**config.mk**
```make
export PLATFORM = sky130hd
export DESIGN_NAME = if_fetch_unit_flat
export DESIGN_NICKNAME = d
export VERILOG_FILES = /design/src/rtl/if_fetch_unit_pkg.sv /design/src/rtl/if_fetch_unit_if.sv /design/src/rtl/if_fetch_queue.sv /design/src/rtl/if_fetch_unit.sv /design/src/flat_wrapper.sv
export SDC_FILE = /design/constraint.sdc
export NUM_CORES = 1
export LEC_CHECK = 0
export CAP_MARGIN = 20
export CORE_MARGIN = 5
export CORE_UTILIZATION = 52
export CTS_BUF_LIST = sky130_fd_sc_hd__clkbuf_4
export CTS_CLUSTER_SIZE = 40
export DETAILED_ROUTE_END_ITERATION = 10
export GPL_TIMING_DRIVEN = 0
export PLACE_DENSITY = 0.82
export SKIP_LAST_GASP = 1
export SLEW_MARGIN = 30
export SYNTH_ARGS = -nofsm -noshare
export SYNTH_HDL_FRONTEND = slang
export SYNTH_HIERARCHICAL = 1
export SYNTH_SLANG_ARGS = --single-unit
```
**constraint.sdc**
```tcl
create_clock -name clk -period 7.3 [get_ports clk]
set_input_delay 1.825 -clock clk [delete_from_list [all_inputs] [get_ports clk]]
set_output_delay 1.825 -clock clk [all_outputs]
set_load 0.03 [all_outputs]
```
**src/rtl/if_fetch_unit_pkg.sv**
```systemverilog
// Shared types and defaults for the instruction-fetch stage (package if_pkg).
package if_pkg;
  localparam int DEF_ADDR_W = 16;
  localparam int DEF_INST_W = 32;
  localparam logic [31:0] NOP_INST = 32'h0000_0013;

  typedef struct packed {
    logic [DEF_ADDR_W-1:0] pc;
    logic [DEF_INST_W-1:0] inst;
  } fq_entry_t;
endpackage

```
**src/rtl/if_fetch_unit_if.sv**
```systemverilog
// Instruction-memory and decode-side bus of the fetch stage.
// Handshakes: a request transfers when imem_req && imem_gnt; a response is an unconditional
// one-cycle imem_rvalid strobe; the decode entry transfers when id_valid && !load_use_hazard.
interface if_fetch_unit_if #(
  parameter int ADDR_W = 16,
  parameter int INST_W = 32
);
  logic              imem_req;
  logic [ADDR_W-1:0] imem_addr;
  logic              imem_gnt;
  logic              imem_rvalid;
  logic [INST_W-1:0] imem_rdata;
  logic              id_valid;
  logic [ADDR_W-1:0] id_pc;
  logic [INST_W-1:0] id_inst;
  logic              load_use_hazard;

  modport master (
    output imem_req, imem_addr, id_valid, id_pc, id_inst,
    input  imem_gnt, imem_rvalid, imem_rdata, load_use_hazard
  );

  modport slave (
    input  imem_req, imem_addr, id_valid, id_pc, id_inst,
    output imem_gnt, imem_rvalid, imem_rdata, load_use_hazard
  );
endinterface

```
**src/rtl/if_fetch_queue.sv**
```systemverilog
// Synchronous FIFO with clear; DEPTH need not be a power of two. Read data is the registered head.
module if_fetch_queue
  import if_pkg::*;
#(
  parameter int  DEPTH   = 2,
  parameter type entry_t = fq_entry_t
) (
  input  logic                   clk,
  input  logic                   rst,
  input  logic                   push,
  input  logic                   pop,
  input  logic                   clear,
  input  entry_t                 din,
  output entry_t                 dout,
  output logic                   full,
  output logic                   empty,
  output logic [$clog2(DEPTH):0] count
);
  localparam int PW = (DEPTH > 1) ? $clog2(DEPTH) : 1;
  localparam int CW = $clog2(DEPTH) + 1;
  localparam logic [PW-1:0] LAST = PW'(DEPTH - 1);

  entry_t        mem [DEPTH];
  logic [PW-1:0] wr_ptr;
  logic [PW-1:0] rd_ptr;
  logic          do_push;
  logic          do_pop;

  function automatic logic [PW-1:0] next_ptr(input logic [PW-1:0] p);
    return (p == LAST) ? '0 : p + PW'(1);
  endfunction

  assign empty   = (count == '0);
  assign full    = (count == CW'(DEPTH));
  assign do_pop  = pop && !empty;
  // A push into a full queue is only taken when the head leaves in the same cycle.
  assign do_push = push && (!full || do_pop);
  assign dout    = mem[rd_ptr];

  always_ff @(posedge clk) begin
    if (!rst || clear) begin
      wr_ptr <= '0;
      rd_ptr <= '0;
      count  <= '0;
    end else begin
      if (do_push) wr_ptr <= next_ptr(wr_ptr);
      if (do_pop)  rd_ptr <= next_ptr(rd_ptr);
      count <= count + CW'(do_push) - CW'(do_pop);
    end
  end

  always_ff @(posedge clk) begin
    if (do_push && rst && !clear) mem[wr_ptr] <= din;
  end
endmodule

```
**src/rtl/if_fetch_unit.sv**
```systemverilog
// Instruction-fetch stage: credit-based imem requests, in-order response queue, flush squashing.
// Optional IF_PERF_CNT_EN adds saturating stall / flush performance counters.
module if_fetch_unit
  import if_pkg::*;
#(
  parameter int ADDR_W    = DEF_ADDR_W,
  parameter int INST_W    = DEF_INST_W,
  parameter int FQ_DEPTH  = 2,
  parameter int MAX_OUTST = 2
) (
  input  logic              clk,
  input  logic              rst,
  input  logic [ADDR_W-1:0] pc_in,
  output logic              pc_en,
  input  logic              flush,
  if_fetch_unit_if.master   bus
`ifdef IF_PERF_CNT_EN
  ,
  output logic [31:0]       perf_stall_cyc,
  output logic [15:0]       perf_flush_cnt
`endif
);
  localparam int FQ_CW = $clog2(FQ_DEPTH) + 1;
  localparam int OS_CW = $clog2(MAX_OUTST) + 1;
  localparam int SUM_W = ((FQ_CW > OS_CW) ? FQ_CW : OS_CW) + 1;
  localparam int SQ_W  = 8;

  typedef struct packed {
    logic [ADDR_W-1:0] pc;
    logic [INST_W-1:0] inst;
  } entry_t;

  entry_t            fq_din;
  entry_t            fq_head;
  entry_t            os_din;
  entry_t            os_head;
  logic [FQ_CW-1:0]  fq_count;
  logic [OS_CW-1:0]  os_count;
  logic              fq_full;
  logic              fq_empty;
  logic              os_full;
  logic              os_empty;
  logic [SUM_W-1:0]  in_use;
  logic              has_credit;
  logic              os_room;
  logic              resp_take;
  logic              id_pop;
  logic [SQ_W-1:0]   squash;
  logic              squash_hit;
  logic              unused_os_inst;

  // Credits count queue slots plus in-flight requests, so every response always has a slot.
  assign in_use     = SUM_W'(fq_count) + SUM_W'(os_count);
  assign has_credit = in_use < SUM_W'(FQ_DEPTH);
  assign os_room    = os_count < OS_CW'(MAX_OUTST);

  assign bus.imem_req  = has_credit && os_room && !flush && rst;
  assign bus.imem_addr = pc_in;
  assign pc_en         = bus.imem_req && bus.imem_gnt;

  assign squash_hit = bus.imem_rvalid && (squash != '0);
  assign resp_take  = bus.imem_rvalid && rst && !flush && (squash == '0) && !os_empty;
  assign id_pop     = bus.id_valid && !bus.load_use_hazard;

  assign os_din  = '{pc: pc_in, inst: '0};
  assign fq_din  = '{pc: os_head.pc, inst: bus.imem_rdata};
  assign unused_os_inst = ^os_head.inst;

  if_fetch_queue #(.DEPTH(MAX_OUTST), .entry_t(entry_t)) u_os_fifo (
    .clk   (clk),
    .rst   (rst),
    .push  (pc_en),
    .pop   (resp_take),
    .clear (flush),
    .din   (os_din),
    .dout  (os_head),
    .full  (os_full),
    .empty (os_empty),
    .count (os_count)
  );

  if_fetch_queue #(.DEPTH(FQ_DEPTH), .entry_t(entry_t)) u_dec_fifo (
    .clk   (clk),
    .rst   (rst),
    .push  (resp_take),
    .pop   (id_pop),
    .clear (flush),
    .din   (fq_din),
    .dout  (fq_head),
    .full  (fq_full),
    .empty (fq_empty),
    .count (fq_count)
  );

  assign bus.id_valid = !fq_empty;
  assign bus.id_pc    = bus.id_valid ? fq_head.pc   : '0;
  assign bus.id_inst  = bus.id_valid ? fq_head.inst : '0;

  // On flush every in-flight request becomes a response to drop; a response arriving in the
  // flush cycle itself is already consumed, unless it is a protocol-error stray.
  always_ff @(posedge clk) begin
    if (!rst) begin
      squash <= '0;
    end else if (flush) begin
      squash <= squash + SQ_W'(os_count)
              - SQ_W'(bus.imem_rvalid && (squash != '0 || os_count != '0));
    end else if (squash_hit) begin
      squash <= squash - SQ_W'(1);
    end
  end

  a_no_stray_rvalid : assert property (@(posedge clk) disable iff (!rst)
    bus.imem_rvalid |-> (os_count != '0 || squash != '0));

`ifdef IF_PERF_CNT_EN
  logic stall_evt;
  assign stall_evt = (bus.imem_req && !bus.imem_gnt) || !has_credit;

  always_ff @(posedge clk) begin
    if (!rst) begin
      perf_stall_cyc <= '0;
      perf_flush_cnt <= '0;
    end else begin
      if (stall_evt && (perf_stall_cyc != '1)) perf_stall_cyc <= perf_stall_cyc + 32'd1;
      if (flush && (perf_flush_cnt != '1))     perf_flush_cnt <= perf_flush_cnt + 16'd1;
    end
  end
`endif
endmodule
```
**src/flat_wrapper.sv**
```systemverilog
// flat-port wrapper written by rule: the top's interface ports become plain ports
module if_fetch_unit_flat import if_pkg::*;
#(
  parameter int ADDR_W    = DEF_ADDR_W,
  parameter int INST_W    = DEF_INST_W,
  parameter int FQ_DEPTH  = 2,
  parameter int MAX_OUTST = 2
)
  (clk, rst, pc_in, pc_en, flush, bus_imem_req, bus_imem_addr, bus_id_valid, bus_id_pc, bus_id_inst, bus_imem_gnt, bus_imem_rvalid, bus_imem_rdata, bus_load_use_hazard);
  if_fetch_unit_if #(.ADDR_W(ADDR_W), .INST_W(INST_W)) bus_i ();
  input  logic clk;
  input  logic rst;
  input  logic [ADDR_W-1:0] pc_in;
  output logic pc_en;
  input  logic flush;
  output wire logic [$bits(bus_i.imem_req)-1:0] bus_imem_req;
  output wire logic [$bits(bus_i.imem_addr)-1:0] bus_imem_addr;
  output wire logic [$bits(bus_i.id_valid)-1:0] bus_id_valid;
  output wire logic [$bits(bus_i.id_pc)-1:0] bus_id_pc;
  output wire logic [$bits(bus_i.id_inst)-1:0] bus_id_inst;
  input wire logic [$bits(bus_i.imem_gnt)-1:0] bus_imem_gnt;
  input wire logic [$bits(bus_i.imem_rvalid)-1:0] bus_imem_rvalid;
  input wire logic [$bits(bus_i.imem_rdata)-1:0] bus_imem_rdata;
  input wire logic [$bits(bus_i.load_use_hazard)-1:0] bus_load_use_hazard;
  assign bus_imem_req = bus_i.imem_req;
  assign bus_imem_addr = bus_i.imem_addr;
  assign bus_id_valid = bus_i.id_valid;
  assign bus_id_pc = bus_i.id_pc;
  assign bus_id_inst = bus_i.id_inst;
  assign bus_i.imem_gnt = bus_imem_gnt;
  assign bus_i.imem_rvalid = bus_imem_rvalid;
  assign bus_i.imem_rdata = bus_imem_rdata;
  assign bus_i.load_use_hazard = bus_load_use_hazard;
  if_fetch_unit #(.ADDR_W(ADDR_W), .INST_W(INST_W), .FQ_DEPTH(FQ_DEPTH), .MAX_OUTST(MAX_OUTST)) u_core (.clk(clk), .rst(rst), .pc_in(pc_in), .pc_en(pc_en), .flush(flush), .bus(bus_i));
endmodule
```
==> results by group <==
Status
  – Status: finished clean

Final layout
  – Share of cells above drive strength 1: 0.202
  – Register area: between 0.004 and 0.005 mm^2
  – Most frequent cells in the layout: edfxtp_1 (128), clkdlybuf4s50_1 (120), nor2b_1 (51), mux2_2 (50), buf_4 (23)
  – Layout Nets: 676
  – Area of the multi-input gates: around 0.0021 mm^2
  – Final-layout fill cell count: about 900
  – Layout Cells excl Fill: ~790
  – Ant diodes: 0
  – Syn-to-layout area delta: 29.8%
  – Commonest non-fill, non-tap cell in the layout: edfxtp_1

Die
  – Core Region: approximately 0.012 mm^2
  – IO Count: roughly 120
  – DIE WIDTH: about 120 um
  – Initial Utilization: 0.524
  – Cell Rows: 41
  – DIE HEIGHT: around 120 um
  – DIE AREA: roughly 0.015 mm^2

Drt
  – Drt first pass iters: 5
  – Vias: between 4,000 and 5,000
  – DRC violation count after routing: 0
  – Via/cell ratio: approximately 5.2
  – Post-route ant nets: 0
  – Routed wire length: 13,500 um
  – DR iter-0 viols: about 310
  – Avg WL per Cell: 17.2 um

STA
  – Fmax: roughly 0.16 GHz
  – Final worst-path cycle share: 0.857
  – Final Skew: about 0.013 ns
  – Final min period: about 6.3 ns
  – Finish-stage setup viols: 0
  – Relative slew slack: 0.408
  – Worst-margin pin slew: slightly below 0.9 ns
  – Final Max Tran Viols: 0
  – Final worst setup slack: roughly 1.0 ns
  – Hold Vio Cnt, Final: 0
  – Fin Setup TNS: 0 ns
  – RSZ-0062 raised after global routing: false

Worst hold path
  – WHS Endpoint: u_core/u_dec_fifo/wr_ptr
  – HP Start: u_core/u_dec_fifo/wr_ptr
  – Hold Crit Depth: 2
  – Hold Path Class: reg -> reg

Flow run
  – Total of max-cap violations: 0

Clock tree
  – # hold bufs at CTS: 0
  – TritonCTS Buffers: 17
  – Clock-pin slew on the worst setup and hold paths: approximately 0.11 ns
  – Post-CTS Setup Inserts: 0
  – H-tree depth: 4
  – Clk buf depth: 2
  – TritonCTS Sinks: roughly 150
  – Post_cts resized: 0
  – CTS tree: yes
  – Latest clock arrival within the worst-skew pair: ~0.53 ns
  – CTS root buf: clkbuf_4

Pwr
  – Pwr Density: 223 mW/mm^2
  – Sw Ratio: 0.253
  – Pint: between 1000 and 1500 uW
  – Sequential power share: 0.492
  – Sw power: between 400 and 500 uW
  – Worst vdd ir: 0.115 mV
  – Pleak: between 0.002 and 0.003 uW
  – Total power: approximately 1900 uW
  – Clock power share: 0.342
  – Combinational Power Share: 0.166

Worst setup path
  – Worst-path fanout max: 10
  – CP Cell Sequence: clkdlybuf4s50_1, buf_4, clkinv_1, nand2_1, nor4_1, and2_1, clkdlybuf4s50_1
  – Crit Path Class: in -> out
  – Top delay family on crit path: buffers and inverters
  – Slowest stage delay, CP: ~0.73 ns
  – Endpoint class of the critical path: primary output
  – Worst EP required: roughly 5.5 ns
  – Critical R2R Launch: u_core/squash[4]
  – Flop2flop setup slack: 3.40 ns
  – WP data arrival: roughly 4.4 ns
  – CP bufs+invs: 4
  – R2R cell count: 10
  – Most common cell on crit path: clkdlybuf4s50_1
  – CP startpoint kind: input pin
  – Reg-to-Reg End: u_core/u_dec_fifo/mem[1][6]
  – Critical-path top delay cell: clkdlybuf4s50_1

GRT
  – Total GRT Usage: 0.189
  – Total gr overflow: 0
  – Global-route wire length before repair: ~21,000 um
  – Vias in the first global route: roughly 4,200
  – Antenna violations before repair: 0
  – Largest net degree at the start of global routing: 20

Place
  – Port Buffers: between 100 and 150
  – Routability cong.: 0.793
  – Placed insts: about 750
  – Post-place setup slack: between 1 and 1.5 ns
  – Detailed Place HPWL: about 10000 um

Synth
  – Syn avg cell area: ~14 um^2
  – Synthesized instance count: roughly 450
  – Syn. warnings: 6
  – Syn_nets: roughly 530
  – Synth Cell Area: 0.00653 mm^2
## flip-flops by register name (all words and copies together), names as in the netlist, named ones only
name and count:
u_core/squash 8, u_core/u_dec_fifo/count 2, u_core/u_dec_fifo/mem 96, u_core/u_dec_fifo/rd_ptr 1, u_core/u_dec_fifo/wr_ptr 1, u_core/u_os_fifo/count 2, u_core/u_os_fifo/mem 32, u_core/u_os_fifo/rd_ptr 1
u_core/u_os_fifo/wr_ptr 1
## metal layers
layer | track usage | wire length [um]
met4 | 0.0602 | 250
met3 | 0.0590 | 870
met2 | 0.315 | 6790
met5 | 0 | 0
met1 | 0.236 | 5620
## final cells by class
class / count / area share
buffer: 31 / 0.0233
clock buffer: 17 / 0.0151
clock inverter: 15 / 0.0301
inverter: 23 / 0.0102
multi-input combinational: 253 / 0.244
sequential: 146 / 0.496
tap: 172 / 0.0254
timing repair buffer: 129 / 0.156
## worst max-delay path by stage
stage	start	to	cells past startpoint
floorplan	flush	u_core/u_dec_fifo/mem[1][0]	6
global placement	flush	u_core/u_dec_fifo/mem[1][5]	7
detailed placement	flush	pc_en	7
CTS	flush	pc_en	7
global route	flush	pc_en	7
finish	flush	pc_en	7
## power by group through the flow
stage / clock network, uW / logic, uW / registers, uW
3_5_place_dp: 0 / 308 / 948
3_3_place_gp: 0 / 297 / 947
2_1_floorplan: 0 / 212 / 945
4_1_cts: 661 / 310 / 929
5_1_grt: 700 / 347 / 931
6_report: 645 / 313 / 929
## tightest hold or removal path, stage by stage (launching register included)
cell and delay, ns:
dfxtp_1 0.33, nand2_1 0.05, mux2i_1 0.06
## per-stage QoR
| stage | area [um^2] | hold WS, ns | utilization |
|---|---|---|---|
| floorplan | 6530 | 0.438 | - |
| global placement | 7940 | 0.447 | 0.637 |
| detailed placement | 8090 | 0.457 | 0.649 |
| CTS | 8480 | 0.482 | 0.680 |
| global route | 8480 | 0.508 | 0.680 |
| finish | 8480 | 0.474 | 0.680 |
No activity file was read; power rests on OpenSTA's default activity.
